===== config.mk =====
export PLATFORM = sky130hd
export DESIGN_NAME = cache_line_refill
export DESIGN_NICKNAME = d
export VERILOG_FILES = /design/src/rtl/cache_line_refill.sv
export SDC_FILE = /design/constraint.sdc
export NUM_CORES = 2
export LEC_CHECK = 0
export ABC_CLOCK_PERIOD_IN_PS = 102100
export CORE_MARGIN = 3
export CORE_UTILIZATION = 60
export CTS_BUF_LIST = sky130_fd_sc_hd__clkbuf_8 sky130_fd_sc_hd__clkbuf_16
export DETAILED_ROUTE_END_ITERATION = 8
export PLACE_DENSITY = 0.89
export SKIP_LAST_GASP = 1
export SYNTH_ARGS = -nofsm -noshare
export SYNTH_HDL_FRONTEND = slang
export SYNTH_SLANG_ARGS = --single-unit
export TNS_END_PERCENT = 50

===== constraint.sdc =====
create_clock -name CLK -period 102.1 [get_ports CLK]
set_input_delay 20.42 -clock CLK [delete_from_list [all_inputs] [get_ports CLK]]
set_output_delay 20.42 -clock CLK [all_outputs]
set_load 0.005 [all_outputs]

===== src/rtl/cache_line_refill.sv =====
// cache_line_refill: 16-word line refill responder with store snooping, cooldown and read timeout
module cache_line_refill #(
  parameter int TIMEOUT_CYC = 255
) (
  input  logic        CLK,
  input  logic        RST,
  input  logic        Req,
  input  logic [31:0] ReqA,
  input  logic        WE,
  input  logic [31:0] WA,
  input  logic [31:0] WD,
  output logic        MemRE,
  output logic [31:0] MemA,
  input  logic [31:0] MemRD,
  input  logic        MemValid,
  output logic        Busy,
  output logic        RME,
  output logic [31:0] RMD0,
  output logic [31:0] RMD1,
  output logic [31:0] RMD2,
  output logic [31:0] RMD3,
  output logic [31:0] RMD4,
  output logic [31:0] RMD5,
  output logic [31:0] RMD6,
  output logic [31:0] RMD7,
  output logic [31:0] RMD8,
  output logic [31:0] RMD9,
  output logic [31:0] RMD10,
  output logic [31:0] RMD11,
  output logic [31:0] RMD12,
  output logic [31:0] RMD13,
  output logic [31:0] RMD14,
  output logic [31:0] RMD15,
  output logic        TimeoutErr
);
  localparam int TW = $clog2(TIMEOUT_CYC + 1);
  typedef enum logic [1:0] {IDLE, ISSUE, WAIT, DELIVER} state_t;
  state_t        state_q;
  logic [25:0]   line_q;
  logic [3:0]    idx_q;
  logic [TW-1:0] timer_q;
  logic [15:0]   mask_q;
  logic          cool_q;
  logic [31:0]   buf_q [16];
  logic [31:0]   rmd_q [16];
  logic [31:0]   buf_d [16];
  logic [31:0]   rmd [16];
  logic          snoop, timeout, unused_ok;
  logic [3:0]    widx;
  assign widx = WA[5:2];
  assign Busy = state_q != IDLE;
  assign RME = state_q == DELIVER;
  assign MemRE = state_q == ISSUE;
  assign MemA = MemRE ? {line_q, idx_q, 2'b00} : '0;
  assign snoop = Busy && WE && WA[31:6] == line_q;
  assign timeout = state_q == WAIT && !MemValid && timer_q == TW'(TIMEOUT_CYC - 1);
  assign TimeoutErr = timeout;
  assign unused_ok = ^{ReqA[5:0], WA[1:0]};
  always_comb begin
    for (int n = 0; n < 16; n++) begin
      buf_d[n] = snoop && widx == 4'(n) ? WD : buf_q[n];
      rmd[n] = RME ? buf_d[n] : rmd_q[n];
    end
  end
  assign RMD0 = rmd[0];
  assign RMD1 = rmd[1];
  assign RMD2 = rmd[2];
  assign RMD3 = rmd[3];
  assign RMD4 = rmd[4];
  assign RMD5 = rmd[5];
  assign RMD6 = rmd[6];
  assign RMD7 = rmd[7];
  assign RMD8 = rmd[8];
  assign RMD9 = rmd[9];
  assign RMD10 = rmd[10];
  assign RMD11 = rmd[11];
  assign RMD12 = rmd[12];
  assign RMD13 = rmd[13];
  assign RMD14 = rmd[14];
  assign RMD15 = rmd[15];
  always_ff @(posedge CLK or posedge RST) begin
    if (RST) begin
      state_q <= IDLE;
      line_q <= '0;
      idx_q <= '0;
      timer_q <= '0;
      mask_q <= '0;
      cool_q <= 1'b0;
      for (int n = 0; n < 16; n++) begin
        buf_q[n] <= '0;
        rmd_q[n] <= '0;
      end
    end else begin
      case (state_q)
        IDLE: begin
          cool_q <= 1'b0;
          if (Req && !cool_q) begin
            line_q <= ReqA[31:6];
            idx_q <= '0;
            mask_q <= '0;
            state_q <= ISSUE;
          end
        end
        ISSUE: begin
          timer_q <= '0;
          state_q <= WAIT;
        end
        WAIT: begin
          if (MemValid) begin
            if (!mask_q[idx_q]) buf_q[idx_q] <= MemRD;
            idx_q <= idx_q + 4'd1;
            state_q <= idx_q == 4'd15 ? DELIVER : ISSUE;
          end else if (timeout) state_q <= IDLE;
          else timer_q <= timer_q + TW'(1);
        end
        DELIVER: begin
          rmd_q <= buf_d;
          cool_q <= 1'b1;
          state_q <= IDLE;
        end
        default: state_q <= IDLE;
      endcase
      if (snoop) begin
        buf_q[widx] <= WD;
        mask_q[widx] <= 1'b1;
      end
    end
  end
endmodule


==> results.md <==
* Initial DRC Count at 6844
* Top cell type's share of synthesized area at 0.523
* Detail Route Antenna Nets at 0
* Max-cap viol count at 0
* Max-slew headroom at 0.0442
* Critical Path RT at just over 80 ns
* Layout Nets at between 5000 and 6000
* Fin area at a little over 60000 um2
* Area occupied by registers at about 27000 um2
* Status: completed
* Pwr/cell area at slightly below 30 nW/um2
* Clock Tree Buf Depth at 3
* Slew @ Worst Pin at around 1.4 ns
* FP Rows at about 110
* # IOs at slightly below 700
* Vias per cell at ~6.7
* Die X-Extent at 300 um
* Routed wire length at roughly 180000 um
* Layout cells sized above 1 at 0.0805
* CTS sink count at between 1000 and 1500
* Unrepaired setup endpoints after global routing: no
* Synth unique cells at 51
* Synthesis warning total at 0
* Worst setup margin at about 56 ns
* Pre-CTS setup slack at approximately 56 ns
* Max Clock Freq at around 0.022 GHz
* Reg clk slew, reported paths at 0.06 ns
* Critical path class: input port to output port
* First-pass GRT wire length at approximately 280000 um
* Tmin final at ~46 ns
* TritonCTS clock tree: done
* Hold/Removal Path Class: flip-flop to flip-flop
* Initial Utilization at 0.606
* Metal3 WL at between 20000 and 30000 um
* Die Y at ~300 um
* H-tree Lvls at 3
* Final Max Tran Viols at 0
* Clock Latency Late Sink at 0.69 ns
* Dominant synthesized flop cell: dfrtp_1
* Core region area at roughly 85000 um2
* FFs w/ async S/R, synth at 1.00
* Post-Syn Area per Cell at between 9 and 10 um2
* Cts bufs inserted at 111
* Pin count of the biggest net entering global routing at ~270
* Count leader, synth: dfrtp_1
* Synth Register Bits at roughly 1100
* GR Util All Layers at 0.399
* Post-DP HPWL at ~110000 um
* Combined area of the multi-input logic cells at about 22000 um2
* Mapped Cells at between 5000 and 6000
* Leak at roughly 24 nW
* Top sig layer: met5
* EDFF count, synth at 0
* Clock tree skew after final layout at approximately 0.042 ns
* DIE AREA at roughly 90000 um2
* WL met1 at between 60000 and 70000 um
* Fin crit share at 0.449
* Setup violators final at 0
* DR WL/cell at roughly 26 um
* Number of I/O port buffers at 670
* DR pass1 iterations at 8
* Commonest cells in the netlist: dfrtp_1, nand2_1, nor2_1
* Initial antenna violation count at 5
* Setup TNS at 0 ns
* CP Capture Type: output port
* CP max FO at slightly below 70
* Hold-fix buffers, CTS at 0
* Metal2 WL at a little over 80000 um
* Startpoint Class: input port
* Setup Fix Bufs, Post-CTS at 0
* Clock root buffer: clkbuf_16
* Fillers at around 5700
* Final hold vios at 0
* Worst VDD drop at approximately 0.000029 V
* Seq/Total Area, Yosys at 0.523
* Mapped Area at around 52000 um2
* Largest cells by area after synthesis: dfrtp_1, mux2i_1, a31oi_1
* DRC Markers at 0
* Routed via count at between 40000 and 50000
* Area added between synthesis and finish at 19.5%
* Synth area leader: dfrtp_1
* Placed instance area at just under 60000 um2
* Placer Congestion at 0.893
* Worst EP arrival at roughly 25 ns
* Gr ovfl total at 0
* Post_cts resized at 0
* Number of global-route vias before repair at between 40000 and 50000
-- metal layers --
metal,vias up,track usage
met5,-,0
met4,8,0.221
met1,22500,0.512
met2,3653,0.599
met3,835,0.134
li1,19700,-
-- placed cells by master (no fill, tap or decap), types with 6 or more instances in the layout --
cell type,netlist,routed
mux2i_1,512,512
and2_1,31,30
clkbuf_8,0,29
ha_1,10,9
nor3_1,158,158
o21ai_1,120,120
inv_1,14,37
dfrtp_1,1081,1081
nand4_1,153,153
nor4_4,6,6
clkbuf_16,0,112
nand3_1,274,270
buf_4,61,112
a21oi_1,389,389
nand2_1,691,689
bufinv_16,0,9
o21ai_0,18,18
diode_2,0,10
nor3_2,98,98
xnor2_1,24,24
nor2_4,9,17
a31oi_1,513,513
clkdlybuf4s50_1,0,664
clkinv_2,0,14
mux2_2,27,27
nor2_1,653,648
nor4_1,7,6
-- final cells by class --
| class | instances | share of cell area |
|---|---|---|
| clock inverter | 55 | 0.00897 |
| multi-input combinational | 3754 | 0.354 |
| clock buffer | 141 | 0.0518 |
| tap | 1144 | 0.0232 |
| timing repair buffer | 784 | 0.123 |
| inverter | 14 | 0.000972 |
| antenna | 10 | 0.000405 |
| sequential | 1081 | 0.438 |
-- worst max-delay path: stages --
cell,delay [ns]
clkdlybuf4s50_1,0.41
nor2b_1,0.15
a2111oi_4,0.81
and3_2,0.32
buf_4,0.76
nand4_1,1.03
buf_4,0.57
nand2_1,0.10
a31oi_1,0.15
clkdlybuf4s50_1,0.60
-- power by group --
part / internal (W) / switching, W
Combinational: 0.000381 / 0.000412
Sequential: 0.000572 / 0.0000559
Clock: 0.000243 / 0.000176
-- logic make-up after synthesis --
logic type | Yosys count | share of synthesized area
AND/OR/NAND/NOR | 2120 | 0.191
flip-flops | 1081 | 0.523
AO/OA/AOI/OAI | 1050 | 0.115
buffers and inverters | 612 | 0.0562
multiplexers | 543 | 0.107
XOR/XNOR | 29 | 0.00491
adder cells (fa/ha/maj) | 10 | 0.00242
other | 1 | 0.0000725
-- path summary, 6_finish.rpt --
path / from / endpoint / slack (ns) / cells past startpoint
max: WA[11] / RMD10[3] / 56.30 / 10
min: mask_q[10] / mask_q[10] / 0.46 / 2
max reg2reg: state_q[0] / rmd_q[163] / 97.32 / 10
min reg2reg: mask_q[10] / mask_q[10] / 0.46 / 2
max in group asynchronous: RST / rmd_q[434] / 77.53 / 6
min in group asynchronous: RST / rmd_q[379] / 20.34 / 2
-- state kept, by name, summed over array words and instances, names as in the netlist --
| register | flops |
|---|---|
| buf_q | 512 |
| cool_q | 1 |
| idx_q | 4 |
| line_q | 26 |
| mask_q | 16 |
| rmd_q | 512 |
| state_q | 2 |
| timer_q | 8 |
-- per-stage QoR --
step	util	hold slack, ns	std cells	total power [W]
final	0.725	0.465	6983	0.00184
after global placement	0.680	0.445	6777	0.00137
after floorplan	-	0.433	5447	0.000938
after global routing	0.724	0.492	6974	0.00192
after CTS	0.724	0.466	6973	0.00183
after detailed placement	0.680	0.453	6777	0.00140
(Power assumes the default switching activity.)
